**config.mk**
```make
export PLATFORM = sky130hd
export DESIGN_NAME = fib_lookup_arbiter
export DESIGN_NICKNAME = d
export VERILOG_FILES = /design/src/rtl/fib_lookup_arbiter.sv
export SDC_FILE = /design/constraint.sdc
export NUM_CORES = 1
export LEC_CHECK = 0
export BUFFER_PORTS_ARGS = -buffer_cell sky130_fd_sc_hd__clkbuf_2
export CORE_AREA = 2 2 200 202
export CTS_CLUSTER_SIZE = 30
export DETAILED_ROUTE_END_ITERATION = 10
export DIE_AREA = 0 0 202 204
export GPL_TIMING_DRIVEN = 1
export SLEW_MARGIN = 20
export SYNTH_ARGS = -nofsm -noshare
export SYNTH_HDL_FRONTEND = slang
export SYNTH_SLANG_ARGS = --single-unit
```
**constraint.sdc**
```tcl
create_clock -name clk -period 11.61 [get_ports clk]
set_clock_uncertainty 0.05 [all_clocks]
set_input_delay 1.161 -clock clk [delete_from_list [all_inputs] [get_ports clk]]
set_output_delay 1.161 -clock clk [all_outputs]
set_load 0.05 [all_outputs]
```
**src/rtl/fib_lookup_arbiter.sv**
```systemverilog
// Round-robin arbiter sharing one FIB longest-prefix-match engine between NUM_REQ requesters.
// A watchdog converts a hung lookup into a zero-length no-match response.
module fib_lookup_arbiter #(
   parameter int unsigned NUM_REQ        = 4,
   parameter int unsigned TIMEOUT_CYCLES = 160
) (
   input  logic                 clk,
   input  logic                 rst,
   input  logic [NUM_REQ-1:0]   req,
   input  logic [64*NUM_REQ-1:0] req_prefix,
   input  logic [6*NUM_REQ-1:0] req_len,
   output logic [NUM_REQ-1:0]   gnt,
   output logic                 fib_start,
   output logic [63:0]          fib_prefix,
   output logic [5:0]           fib_len,
   input  logic                 fib_done,
   input  logic [63:0]          fib_match_prefix,
   input  logic [5:0]           fib_match_len,
   output logic [NUM_REQ-1:0]   resp_valid,
   output logic [63:0]          resp_prefix,
   output logic [5:0]           resp_len,
   output logic                 busy,
   output logic                 timeout_err
);

   localparam int unsigned IdxW = (NUM_REQ > 1) ? $clog2(NUM_REQ) : 1;
   localparam int unsigned CntW = 8;

   typedef enum logic [1:0] {
      StIdle,
      StIssue,
      StWait,
      StResp
   } state_e;

   state_e            state_q, state_d;
   logic [IdxW-1:0]   rr_ptr_q, rr_ptr_d;
   logic [IdxW-1:0]   idx_q, idx_d;
   logic [63:0]       lat_prefix_q, lat_prefix_d;
   logic [5:0]        lat_len_q, lat_len_d;
   logic [CntW-1:0]   cnt_q, cnt_d;
   logic [63:0]       resp_prefix_q, resp_prefix_d;
   logic [5:0]        resp_len_q, resp_len_d;
   logic              tmo_q, tmo_d;

   logic              pick_found;
   logic [IdxW-1:0]   pick_idx;
   logic [IdxW:0]     cand;
   logic [63:0]       sel_prefix;
   logic [5:0]        sel_len;

   // Circular search starting at rr_ptr; cand never exceeds 2*NUM_REQ-2, so one subtract wraps it.
   always_comb begin
      pick_found = 1'b0;
      pick_idx   = '0;
      cand       = '0;
      for (int unsigned k = 0; k < NUM_REQ; k++) begin
         cand = {1'b0, rr_ptr_q} + (IdxW+1)'(k);
         if (cand >= (IdxW+1)'(NUM_REQ)) begin
            cand = cand - (IdxW+1)'(NUM_REQ);
         end
         if (!pick_found && req[cand[IdxW-1:0]]) begin
            pick_found = 1'b1;
            pick_idx   = cand[IdxW-1:0];
         end
      end
   end

   always_comb begin
      sel_prefix = '0;
      sel_len    = '0;
      for (int unsigned i = 0; i < NUM_REQ; i++) begin
         if (pick_idx == IdxW'(i)) begin
            sel_prefix = req_prefix[64*i +: 64];
            sel_len    = req_len[6*i +: 6];
         end
      end
   end

   always_comb begin
      state_d       = state_q;
      rr_ptr_d      = rr_ptr_q;
      idx_d         = idx_q;
      lat_prefix_d  = lat_prefix_q;
      lat_len_d     = lat_len_q;
      cnt_d         = cnt_q;
      resp_prefix_d = resp_prefix_q;
      resp_len_d    = resp_len_q;
      tmo_d         = tmo_q;
      case (state_q)
         StIdle: begin
            if (pick_found) begin
               idx_d        = pick_idx;
               lat_prefix_d = sel_prefix;
               lat_len_d    = sel_len;
               state_d      = StIssue;
            end
         end
         StIssue: begin
            cnt_d   = '0;
            state_d = StWait;
         end
         StWait: begin
            // A done strobe on the watchdog edge still delivers the real result.
            if (fib_done) begin
               resp_prefix_d = fib_match_prefix;
               resp_len_d    = fib_match_len;
               tmo_d         = 1'b0;
               state_d       = StResp;
            end else if (cnt_q == CntW'(TIMEOUT_CYCLES - 1)) begin
               resp_prefix_d = lat_prefix_q;
               resp_len_d    = '0;
               tmo_d         = 1'b1;
               state_d       = StResp;
            end else begin
               cnt_d = cnt_q + 1'b1;
            end
         end
         StResp: begin
            rr_ptr_d = (idx_q == IdxW'(NUM_REQ - 1)) ? '0 : idx_q + 1'b1;
            tmo_d    = 1'b0;
            state_d  = StIdle;
         end
         default: begin
            state_d = StIdle;
         end
      endcase
   end

   always_ff @(posedge clk or posedge rst) begin
      if (rst) begin
         state_q       <= StIdle;
         rr_ptr_q      <= '0;
         idx_q         <= '0;
         lat_prefix_q  <= '0;
         lat_len_q     <= '0;
         cnt_q         <= '0;
         resp_prefix_q <= '0;
         resp_len_q    <= '0;
         tmo_q         <= 1'b0;
      end else begin
         state_q       <= state_d;
         rr_ptr_q      <= rr_ptr_d;
         idx_q         <= idx_d;
         lat_prefix_q  <= lat_prefix_d;
         lat_len_q     <= lat_len_d;
         cnt_q         <= cnt_d;
         resp_prefix_q <= resp_prefix_d;
         resp_len_q    <= resp_len_d;
         tmo_q         <= tmo_d;
      end
   end

   always_comb begin
      gnt        = '0;
      resp_valid = '0;
      if (state_q == StIssue) begin
         gnt[idx_q] = 1'b1;
      end
      if (state_q == StResp) begin
         resp_valid[idx_q] = 1'b1;
      end
   end

   assign fib_start   = (state_q == StIssue);
   assign fib_prefix  = lat_prefix_q;
   assign fib_len     = lat_len_q;
   assign resp_prefix = resp_prefix_q;
   assign resp_len    = resp_len_q;
   assign busy        = (state_q != StIdle);
   assign timeout_err = (state_q == StResp) && tmo_q;

endmodule

```
==> results of run 1 <==
[stage by stage]
step                      hold WS [ns]  setup slack [ns]  total power, mW  instances  instance area, sq um
after global placement          0.4181             7.826            3.073       1774                 11340
final                           0.4365             8.193            3.669       1806                 11960
after floorplan                 0.4167             6.221            2.580        800                  8501
after global routing            0.4592             8.044            3.889       1806                 11960
after CTS                       0.4403             8.227            3.710       1806                 11960
after detailed placement        0.4246             7.747            3.105       1774                 11340
[how the worst max path moves through the flow]
stage,from,endpoint,slack [ns]
after floorplan,rst,cnt_q[0],6.22
after global placement,req[1],fib_len[0],7.83
after detailed placement,req[1],fib_prefix[27],7.75
after CTS,req[1],fib_prefix[27],8.23
after global routing,req[1],fib_prefix[27],8.04
final,req[1],fib_prefix[55],8.19
[where the power goes]
part / internal [mW] / switching [mW] / leakage [nW] / total, mW
clock network: 0.356 / 0.236 / 0.289 / 0.591
registers: 0.792 / 0.197 / 1.94 / 0.989
logic: 0.564 / 1.53 / 4.21 / 2.09
[worst register-to-register path: cells and delay by family (launching register included)]
family,cells,cell delay (ns)
buffers and inverters,1,0.74
adder cells (fa/ha/maj),1,0.29
flip-flops,1,0.42
AO/OA/AOI/OAI,2,0.47
AND/OR/NAND/NOR,3,1.03
[sequential cells by signal (all words and copies together), names as in the netlist]
signal / flops
fib_prefix: 64
resp_prefix: 64
cnt_q: 8
fib_len: 6
resp_len: 6
idx_q: 2
rr_ptr_q: 2
state_q: 2
tmo_q: 1
[final cells by class]
cell class	count	share of cell area [%]
clock buffer	22	3.966
clock inverter	10	1.161
inverter	11	0.3872
multi-input combinational	570	34.94
sequential	155	32.44
tap	525	5.493
timing repair buffer	513	21.62
[metal layers]
| layer | part of all wire [%] | up-vias | wire length, um | track usage (%) |
|---|---|---|---|---|
| li1 | - | 3875 | - | - |
| met1 | 43 | 3867 | 13020 | 18.27 |
| met2 | 49 | 321 | 15020 | 23.65 |
| met3 | 6.2 | 40 | 1901 | 4.082 |
| met4 | 2.0 | 2 | 616 | 4.884 |
| met5 | 0.043 | - | 13 | 0 |
[cell usage after synthesis, drive strengths merged]
cell type  instances  area [sq um]
a211oi             1         7.510
a21o               1         7.510
a21oi              7         35.03
a22o               6         52.55
a2bb2oi            1         8.760
a31oi              2         27.53
a32o               1         10.01
a41oi              1         8.760
and2              11         68.82
and3               1         6.260
and4               1         8.760
buf               26         282.8
clkbuf            38         143.9
dfrtp            155          3879
ha                10         125.1
inv               11         41.29
mux2               1         11.26
mux2i            205          2052
nand2            149         559.3
nand2b             5         38.78
nand3              4         20.02
nand4              1         6.260
nor2               9         33.78
nor2b              1         6.260
nor3               1         5.000
nor4               1         12.51
o211ai             1         7.510
o21ai             69         345.3
o221ai            70         613.1
o22ai              2         12.51
o311ai             1         8.760
o31ai              4         30.03
o32a               1         10.01
or4                2         15.01
[cell families after synthesis]
group,synth area share [%]
DFF,45.63
adders and majority gates,1.472
buffers and inverters,5.505
AOI/OAI and AO/OA,13.94
and+or+nand+nor,9.185
muxes,24.27
[cell usage in the layout (no fill, tap or decap), types with 4 or more instances in the layout]
master                       count
sky130_fd_sc_hd__clkbuf_16      17
sky130_fd_sc_hd__inv_1           9
sky130_fd_sc_hd__o221ai_1       70
sky130_fd_sc_hd__o21ai_0         4
sky130_fd_sc_hd__dfrtp_1       155
sky130_fd_sc_hd__o21ai_1        65
sky130_fd_sc_hd__o31ai_1         4
sky130_fd_sc_hd__nor2_1          9
sky130_fd_sc_hd__a22o_1          6
sky130_fd_sc_hd__clkbuf_2      506
sky130_fd_sc_hd__and2_1         11
sky130_fd_sc_hd__buf_4           7
sky130_fd_sc_hd__a21oi_1         7
sky130_fd_sc_hd__ha_1           10
sky130_fd_sc_hd__clkinvlp_4      4
sky130_fd_sc_hd__nand2_1       148
sky130_fd_sc_hd__mux2i_1       205
sky130_fd_sc_hd__nand3_1         4
==> results.cfg, run 1 <==
[status]
status = finished, final reports clean

[routing]
route.vias.total = 8105
postRouteWirelength_um = 30570
route.detailed.drc = 0
ant_nets = 0
firstDrtPassIters = 5
vias_per_cell = 4.488
drt_iter0_markers = 388
wl_per_cell_um = 16.93

[clock_tree]
clock_insertion_delay_worst_skew_ns = 0.43
clock_tree_root = sky130_fd_sc_hd__clkbuf_16
post_cts_resized = 0
cts-root-to-sink-buffers = 2
post_cts_buffers = 0
cts_inserted_buffers = 17
cts-hold-fix-buffers = 0
clk_pin_slew_worst_paths_ns = 0.06
tritoncts = done
cts.sink_count = 155
cts_htree_levels = 4

[place]
count_of_buffers_inserted_at_the_top_level_ports = 507
dp.final_hpwl_um = 23580
routabilityCongestion = 0.8983

[power]
power_leakage_nw = 6.438
power.ir.vdd_worst_mv = 0.1168
power_per_cell_area_mw_per_mm2 = 306.9

[worst_setup_path]
path_delay_family = buffers and inverters
worstPathBufferInverterCount = 3
worst-r2r-setup-slack_ns = 8.52
crit_path_end_kind = flop
rr_startpoint = cnt_q[0]
worst-path-stages = 8
slowest_stage_cell_on_the_critical_path = sky130_fd_sc_hd__buf_4
crit-reg2reg-capture = cnt_q[4]
crit_path_frequent_cell = sky130_fd_sc_hd__buf_4
crit_path_max_incr_delay_ns = 0.74
crit_type = primary input to flop
worstPathArrival_ns = 3.62
required_ns = 11.82
cp_cell_sequence = clkbuf_2, nand2b_1, a21oi_1, o32a_2, buf_4, buf_4, mux2i_1, o221ai_1
worstPathMaxFanout = 53
timing.critical_path.from_type = primary input
logic_depth_of_the_worst_register_to_register_path = 7

[sta]
rsz0062_at_grt = false
crit_share_post_route_pct = 29.43
worst_slew_pin_slew_ns = 0.9926
final_setup_violations = 0
final-hold-violation-count = 0
max_freq_mhz = 292.6
layout_min_cycle_time_ns = 3.417
relSlewSlack_pct = 33.83
totalNegativeSetupSlack_ns = 0
slew_viols_final = 0

[synthesis]
synthesis.area_per_instance_sq_um = 10.63
ys_ff_latch = 155
syn-num-nets = 1167
postSynthCellCount = 800
yosysWarnings = 0
synth.lib_cells_used.distinct = 44
synthesis.area_sq_mm = 0.008501
synth.yosys.seq_area_share_pct = 45.63

[run]
drv_cap = 0

[finish]
final.fill_count = 4144
insertedDiodeCount = 0
sequential_cell_area_sq_mm = 0.003879
multi_input_comb_area_sq_mm = 0.004178
post_route_cells_drive_above_1_share_pct = 43.17
final_core_util_pct = 30.52
syn2layout_area_growth_pct = 40.67
nets = 1635

[die]
placementRows = 73
io_pins = 508
chipWidth_um = 202
fp.dieArea_sq_mm = 0.04121
dieHeight_um = 204
start_util_pct = 21.69
floorplan.core_area_sq_mm = 0.03918

[global_routing]
grt_overflow_total = 0
grt_max_degree = 93
grt_antenna_before_repair = 2
number_of_global_route_vias_before_repair = 8280
globalRouteTotalUtil_pct = 14.44
wire_length_of_the_first_global_routing_pass_um = 46110

[hold_path]
min-delay-start = resp_prefix[57]
holdPathEnd = resp_prefix[57]
worst_hold_path.num_cells = 2
hp-class = flop to flop
(Power assumes the default switching activity.)
==> run 2: changes to the inputs <==
--- a/config.mk
+++ b/config.mk
@@ -5,11 +5,12 @@
 export SDC_FILE = /design/constraint.sdc
 export NUM_CORES = 1
 export LEC_CHECK = 0
+export ABC_AREA = 1
 export BUFFER_PORTS_ARGS = -buffer_cell sky130_fd_sc_hd__clkbuf_2
-export CORE_AREA = 2 2 200 202
+export CORE_AREA = 2 2 199 201
 export CTS_CLUSTER_SIZE = 30
 export DETAILED_ROUTE_END_ITERATION = 10
-export DIE_AREA = 0 0 202 204
+export DIE_AREA = 0 0 201 203
 export GPL_TIMING_DRIVEN = 1
 export SLEW_MARGIN = 20
 export SYNTH_ARGS = -nofsm -noshare
==> constraint.sdc (replaced) <==
create_clock -name clk -period 3 [get_ports clk]
set_clock_uncertainty 0.05 [all_clocks]
set_input_delay 0.3 -clock clk [delete_from_list [all_inputs] [get_ports clk]]
set_output_delay 0.3 -clock clk [all_outputs]
set_load 0.05 [all_outputs]
==> run 2 against run 1 <==
Net effect:
- non-clock buffer count is 20 higher
- combinational power grew to 6.3 times the previous value
- critical endpoint is now fib_prefix[17]
- final cell count is 45% higher
==> results.cfg, run 2 <==
[status]
status = finished, final reports clean

[die]
floorplan.core_area_sq_mm = 0.03847
chipWidth_um = 201
dieHeight_um = 203
start_util_pct = 26.26
placementRows = 72
fp.dieArea_sq_mm = 0.04080
io_pins = 508

[run]
drv_cap = 0

[sta]
rsz0062_at_grt = false
slew_viols_final = 0
totalNegativeSetupSlack_ns = 0
final_setup_violations = 0
relSlewSlack_pct = 37.45
max_freq_mhz = 367.4
layout_min_cycle_time_ns = 2.721
worst_slew_pin_slew_ns = 0.9383
final_critical_path_setup_slack_ns = 0.2785
final-hold-violation-count = 0
crit_share_post_route_pct = 90.72

[finish]
leading_cell_type_in_the_layout_fill_and_taps_excluded = sky130_fd_sc_hd__nand2_1
post_route_cells_drive_above_1_share_pct = 27.55
final_cell_mix = sky130_fd_sc_hd__nand2_1 (676), sky130_fd_sc_hd__clkbuf_2 (506), sky130_fd_sc_hd__inv_1 (272), sky130_fd_sc_hd__nor2_1 (177), sky130_fd_sc_hd__dfrtp_1 (155)
final.fill_count = 4281
syn2layout_area_growth_pct = 35.52
nets = 2456

[global_routing]
grt_overflow_total = 0
grt_max_degree = 85
wire_length_of_the_first_global_routing_pass_um = 64610
number_of_global_route_vias_before_repair = 11578
globalRouteTotalUtil_pct = 20.32
grt_antenna_before_repair = 2

[worst_setup_path]
rr_startpoint = rr_ptr_q[0]
timing.critical_path.from_type = flop
worstPathBufferInverterCount = 2
worst-r2r-setup-slack_ns = 0.28
crit_path_end_kind = flop
crit_path_max_incr_delay_ns = 0.56
cp_cell_sequence = inv_2, nand2_1, nand3_2, nand2_1, nor2_1, nand3_1, nand3_1, nor2_4, buf_6, nand2_1, nand3_1, nand2_1, nand2_1
crit_path_frequent_cell = sky130_fd_sc_hd__nand2_1
setup.worst_path.start = rr_ptr_q[0]
slowest_stage_cell_on_the_critical_path = sky130_fd_sc_hd__dfrtp_1
crit_type = flop to flop
worstPathArrival_ns = 3.04
required_ns = 3.32
worstPathMaxFanout = 37
path_delay_family = simple AND/OR/NAND/NOR gates

[synthesis]
synthAdderAreaFrac_pct = 1.239
synthSimpleGateAreaFrac_pct = 39.22
multiplexer_area_fraction_after_synthesis_pct = 0
yosys-top-cells-area = sky130_fd_sc_hd__dfrtp_1 (38%), sky130_fd_sc_hd__nand2_1 (25%), sky130_fd_sc_hd__inv_1 (10%)
ys_dominant_reg_cell = sky130_fd_sc_hd__dfrtp_1
synthesis.area_per_instance_sq_um = 6.219
ys_ff_latch = 155
synthXorXnorAreaFrac_pct = 0.08672
syn-num-nets = 1991
yosysWarnings = 0
synth.cells.most_frequent = sky130_fd_sc_hd__nand2_1 (678), sky130_fd_sc_hd__inv_1 (275), sky130_fd_sc_hd__nor2_1 (178), sky130_fd_sc_hd__dfrtp_1 (155), sky130_fd_sc_hd__nand3_1 (123)
synthesis.area_sq_mm = 0.01010
post_synthesis_async_set_or_reset_flop_share_pct = 100.0
synth_compound_gate_area_share_pct = 5.798
synth_top_family_by_area = simple AND/OR/NAND/NOR gates
postSynthCellCount = 1624
synth.yosys.seq_area_share_pct = 38.40
synth.top_cell.area_share_pct = 38.40
yosysMostFrequentCell = sky130_fd_sc_hd__nand2_1
yosys.area.top_type = sky130_fd_sc_hd__dfrtp_1
synth_edf_count = 0
synth.lib_cells_used.distinct = 29

[place]
count_of_buffers_inserted_at_the_top_level_ports = 507
dp.final_hpwl_um = 32250
preCtsSetupSlack_ns = 0.2200
routabilityCongestion = 0.9071

[routing]
drt_iter0_markers = 680
postRouteWirelength_um = 41860
route.detailed.drc = 0
ant_nets = 0
route.vias.total = 11767
vias_per_cell = 4.490
firstDrtPassIters = 6
wl_per_cell_um = 15.97

[hold_path]
min-delay-start = fib_match_len[3]
hp-class = primary input to flop

[clock_tree]
cts_htree_levels = 4
post_cts_buffers = 0
cts_inserted_buffers = 17
tritoncts = done
clock_insertion_delay_worst_skew_ns = 0.44
clock_tree_root = sky130_fd_sc_hd__clkbuf_16
cts.sink_count = 155
cts-root-to-sink-buffers = 2
clk_pin_slew_worst_paths_ns = 0.07

[power]
power_leakage_nw = 8.458
power_per_cell_area_mw_per_mm2 = 1403
power.ir.vdd_worst_mv = 0.9475
==> run 2: changes by cell type in the layout (fill, tap and decap cells not counted), sizes merged, moves of 11 or more <==
| cell | before | now |
|---|---|---|
| nand2 | 149 | 680 |
| nand3 | 4 | 124 |
| and2 | 11 | 0 |
| nor2 | 9 | 180 |
| buf | 7 | 25 |
| mux2i | 205 | 0 |
| inv | 12 | 281 |
| o21ai | 69 | 11 |
| o221ai | 70 | 0 |
| a31oi | 2 | 64 |
==> run 2: metal layers <==
layer,global-route usage (%),share of wire [%],up-vias
met4,6.614,2.5,2
li1,-,-,5784
met1,25.59,43,5485
met2,34.44,48,444
met3,4.591,6.5,52
met5,0,0.031,-
==> run 2: kinds of logic after synthesis <==
kind of cell | count (synthesis)
compound gates | 92
fa+ha+maj | 10
buf+inv | 368
simple gates | 998
flops | 155
xor+xnor | 1
==> run 2: path summary, 6_finish.rpt <==
| kind | end | cells after the start |
|---|---|---|
| max in group asynchronous | resp_prefix[53] | 4 |
| min reg2reg | fib_len[5] | 2 |
| min in group asynchronous | resp_prefix[10] | 4 |
| max | fib_prefix[17] | 13 |
| max reg2reg | fib_prefix[17] | 13 |
| min | resp_len[3] | 2 |
==> run 2: through the flow <==
| stage | utilization [%] | std cells | total power, mW | hold WS, ns | instance area (sq um) |
|---|---|---|---|---|---|
| 2_1_floorplan | - | 1624 | 13.54 | 0.3897 | 10100 |
| 3_3_place_gp | 34.04 | 2586 | 17.04 | 0.4149 | 13090 |
| 3_5_place_dp | 34.04 | 2586 | 17.14 | 0.4222 | 13090 |
| 4_1_cts | 35.54 | 2620 | 19.35 | 0.01184 | 13670 |
| 5_1_grt | 35.58 | 2621 | 20.76 | 0.02910 | 13690 |
| 6_report | 35.58 | 2621 | 19.21 | 0.04381 | 13690 |
==> run 2: layout make-up <==
type | instances | area, sq um | area share, %
multi-input combinational | 1101 | 4698 | 34.33
sequential | 155 | 3879 | 28.34
timing repair buffer | 533 | 2839 | 20.74
inverter | 281 | 1064 | 7.770
tap | 518 | 648.1 | 4.735
clock buffer | 22 | 464.2 | 3.392
clock inverter | 10 | 92.59 | 0.6765
antenna | 1 | 2.502 | 0.01828
==> run 2: what timing repair did <==
action / 4_1_cts / 5_1_grt
resized for setup: 0 / 6
hold buffers: 2 / 0
setup endpoints to repair: 0 / 56
hold endpoints to repair: 89 / 0
==> run 2: where the power goes <==
part	switching [mW]	internal, mW	total (mW)
registers	0.872	3.13	4.00
logic	9.63	3.44	13.1
clock network	0.946	1.19	2.13
==> run 3: changes to the inputs <==
--- a/config.mk
+++ b/config.mk
@@ -7,11 +7,13 @@
 export LEC_CHECK = 0
 export ABC_AREA = 1
 export BUFFER_PORTS_ARGS = -buffer_cell sky130_fd_sc_hd__clkbuf_2
-export CORE_AREA = 2 2 199 201
+export CELL_PAD_IN_SITES_DETAIL_PLACEMENT = 0
+export CELL_PAD_IN_SITES_GLOBAL_PLACEMENT = 2
+export CORE_UTILIZATION = 20
 export CTS_CLUSTER_SIZE = 30
 export DETAILED_ROUTE_END_ITERATION = 10
-export DIE_AREA = 0 0 201 203
 export GPL_TIMING_DRIVEN = 1
+export PLACE_DENSITY_LB_ADDON = 0.1
 export SLEW_MARGIN = 20
 export SYNTH_ARGS = -nofsm -noshare
 export SYNTH_HDL_FRONTEND = slang
==> run 3 against run 2 <==
Net effect:
- non-clock buffer count grew 72
- highest routed layer unchanged
- clock-buffer cell count increased by 1
- setup slack improved by 0.013 ns
==> results.cfg, run 3 (same netlist as run 2, synthesis figures left out) <==
[sta]
relSlewSlack_pct = 38.17
totalNegativeSetupSlack_ns = 0
crit_share_post_route_pct = 90.29
final_setup_violations = 0
max_freq_mhz = 369.2
final-hold-violation-count = 0
final.hold.worst_slack_ns = 0.04379
layout_min_cycle_time_ns = 2.709
slew_viols_final = 0
worst_slew_pin_slew_ns = 0.9274
rsz0062_at_grt = false
final_critical_path_setup_slack_ns = 0.2912

[clock_tree]
cts.sink_count = 155
tritoncts = done
clk_pin_slew_worst_paths_ns = 0.07
clock_tree_root = sky130_fd_sc_hd__clkbuf_16
cts_inserted_buffers = 17
clock_insertion_delay_worst_skew_ns = 0.48
cts_htree_levels = 4
cts-root-to-sink-buffers = 2

[power]
power_per_cell_area_mw_per_mm2 = 1331
power.ir.vdd_worst_mv = 0.8054
overall_power_consumption_mw = 19.40
power_leakage_nw = 8.751

[routing]
wl_per_cell_um = 17.55
vias_per_cell = 4.141
route.vias.total = 11786
route.detailed.drc = 0
postRouteWirelength_um = 49940
ant_nets = 0
firstDrtPassIters = 5
drt_iter0_markers = 470

[global_routing]
grt_antenna_before_repair = 17
grt_overflow_total = 0
wire_length_of_the_first_global_routing_pass_um = 71680
number_of_global_route_vias_before_repair = 11617
grt_max_degree = 75
globalRouteTotalUtil_pct = 19.23

[die]
chipWidth_um = 226.7
dieHeight_um = 226.7
placementRows = 81
fp.dieArea_sq_mm = 0.05140
start_util_pct = 20.46
floorplan.core_area_sq_mm = 0.04936
io_pins = 508

[finish]
final.fill_count = 5751
syn2layout_area_growth_pct = 44.30
post_route_cells_drive_above_1_share_pct = 26.95
final_cell_mix = sky130_fd_sc_hd__nand2_1 (676), sky130_fd_sc_hd__clkbuf_2 (506), sky130_fd_sc_hd__inv_1 (272), sky130_fd_sc_hd__nor2_1 (177), sky130_fd_sc_hd__dfrtp_1 (154)
nets = 2528
leading_cell_type_in_the_layout_fill_and_taps_excluded = sky130_fd_sc_hd__nand2_1
multi_input_comb_area_sq_mm = 0.004698
sequential_cell_area_sq_mm = 0.003880

[worst_setup_path]
worstPathMaxFanout = 27
worstPathArrival_ns = 3.04
required_ns = 3.33
crit_path_end_kind = flop
timing.critical_path.from_type = flop
crit_type = flop to flop

[hold_path]
hp-class = primary input to flop

[place]
count_of_buffers_inserted_at_the_top_level_ports = 507
routabilityCongestion = 0.7813
dp.final_hpwl_um = 37030
preCtsSetupSlack_ns = 0.1693

[run]
drv_cap = 0

[status]
status = finished, final reports clean
run 3: stage by stage:
stage	area, sq um	utilization [%]	instances
2_1_floorplan	10100	-	1624
3_3_place_gp	13310	26.97	2736
3_5_place_dp	13310	26.97	2736
4_1_cts	14510	29.40	2835
5_1_grt	14570	29.52	2844
6_report	14570	29.53	2846
run 3: layout make-up:
class | count | area share [%]
inverters | 281 | 7.297
repair buffers | 605 | 24.35
clock inverters | 9 | 0.4464
multi-input cells | 1101 | 32.24
flip-flops and latches | 155 | 26.62
well taps | 664 | 5.701
clock buffers | 23 | 3.211
diodes | 8 | 0.1374
run 3: per-layer routing:
layer	up-vias	GRT usage, %	share of wire, %
met1	5447	23.05	43
met4	18	6.997	1.6
met5	-	0	0.25
li1	5947	-	-
met2	321	32.38	49
met3	53	5.598	6.1
run 3: what timing repair did:
action,in CTS,in global routing
setup buffers,0,2
gates resized for setup,0,1
hold endpoints to repair,93,0
hold buffers,67,0
endpoints found under the setup margin,0,37
run 3: worst paths after layout:
| kind | startpoint | to | slack, ns | cells after the start |
|---|---|---|---|---|
| max in group asynchronous | rst | resp_prefix[3] | 1.66 | 4 |
| worst min-delay path | fib_match_prefix[38] | resp_prefix[38] | 0.04 | 3 |
| worst min register to register | fib_len[5] | fib_len[5] | 0.43 | 2 |
| min in group asynchronous | rst | resp_prefix[30] | 0.48 | 3 |
| worst max register to register | rr_ptr_q[0] | fib_prefix[41] | 0.29 | 15 |
| worst max-delay path | rr_ptr_q[0] | fib_prefix[41] | 0.29 | 15 |
run 3: where the power goes:
group / total (mW) / switching, mW / internal [mW]
Sequential: 3.96 / 0.831 / 3.13
Clock: 2.12 / 1.02 / 1.10
Combinational: 13.3 / 9.76 / 3.57
Total: 19.4 / 11.6 / 7.80
run 3: critical path, cell delays in order (launching register included):
cell,delay (ns)
sky130_fd_sc_hd__dfrtp_2,0.49
sky130_fd_sc_hd__inv_2,0.17
sky130_fd_sc_hd__nand2_1,0.12
sky130_fd_sc_hd__nand3_2,0.11
sky130_fd_sc_hd__nand2_1,0.11
sky130_fd_sc_hd__nor2_1,0.18
sky130_fd_sc_hd__nand3_1,0.10
sky130_fd_sc_hd__nand2_1,0.08
sky130_fd_sc_hd__nand2_2,0.22
sky130_fd_sc_hd__nor2_4,0.28
sky130_fd_sc_hd__buf_4,0.37
sky130_fd_sc_hd__nand2_1,0.09
sky130_fd_sc_hd__nand2_1,0.07
sky130_fd_sc_hd__inv_1,0.04
sky130_fd_sc_hd__nand2_1,0.07
sky130_fd_sc_hd__nand2_1,0.05
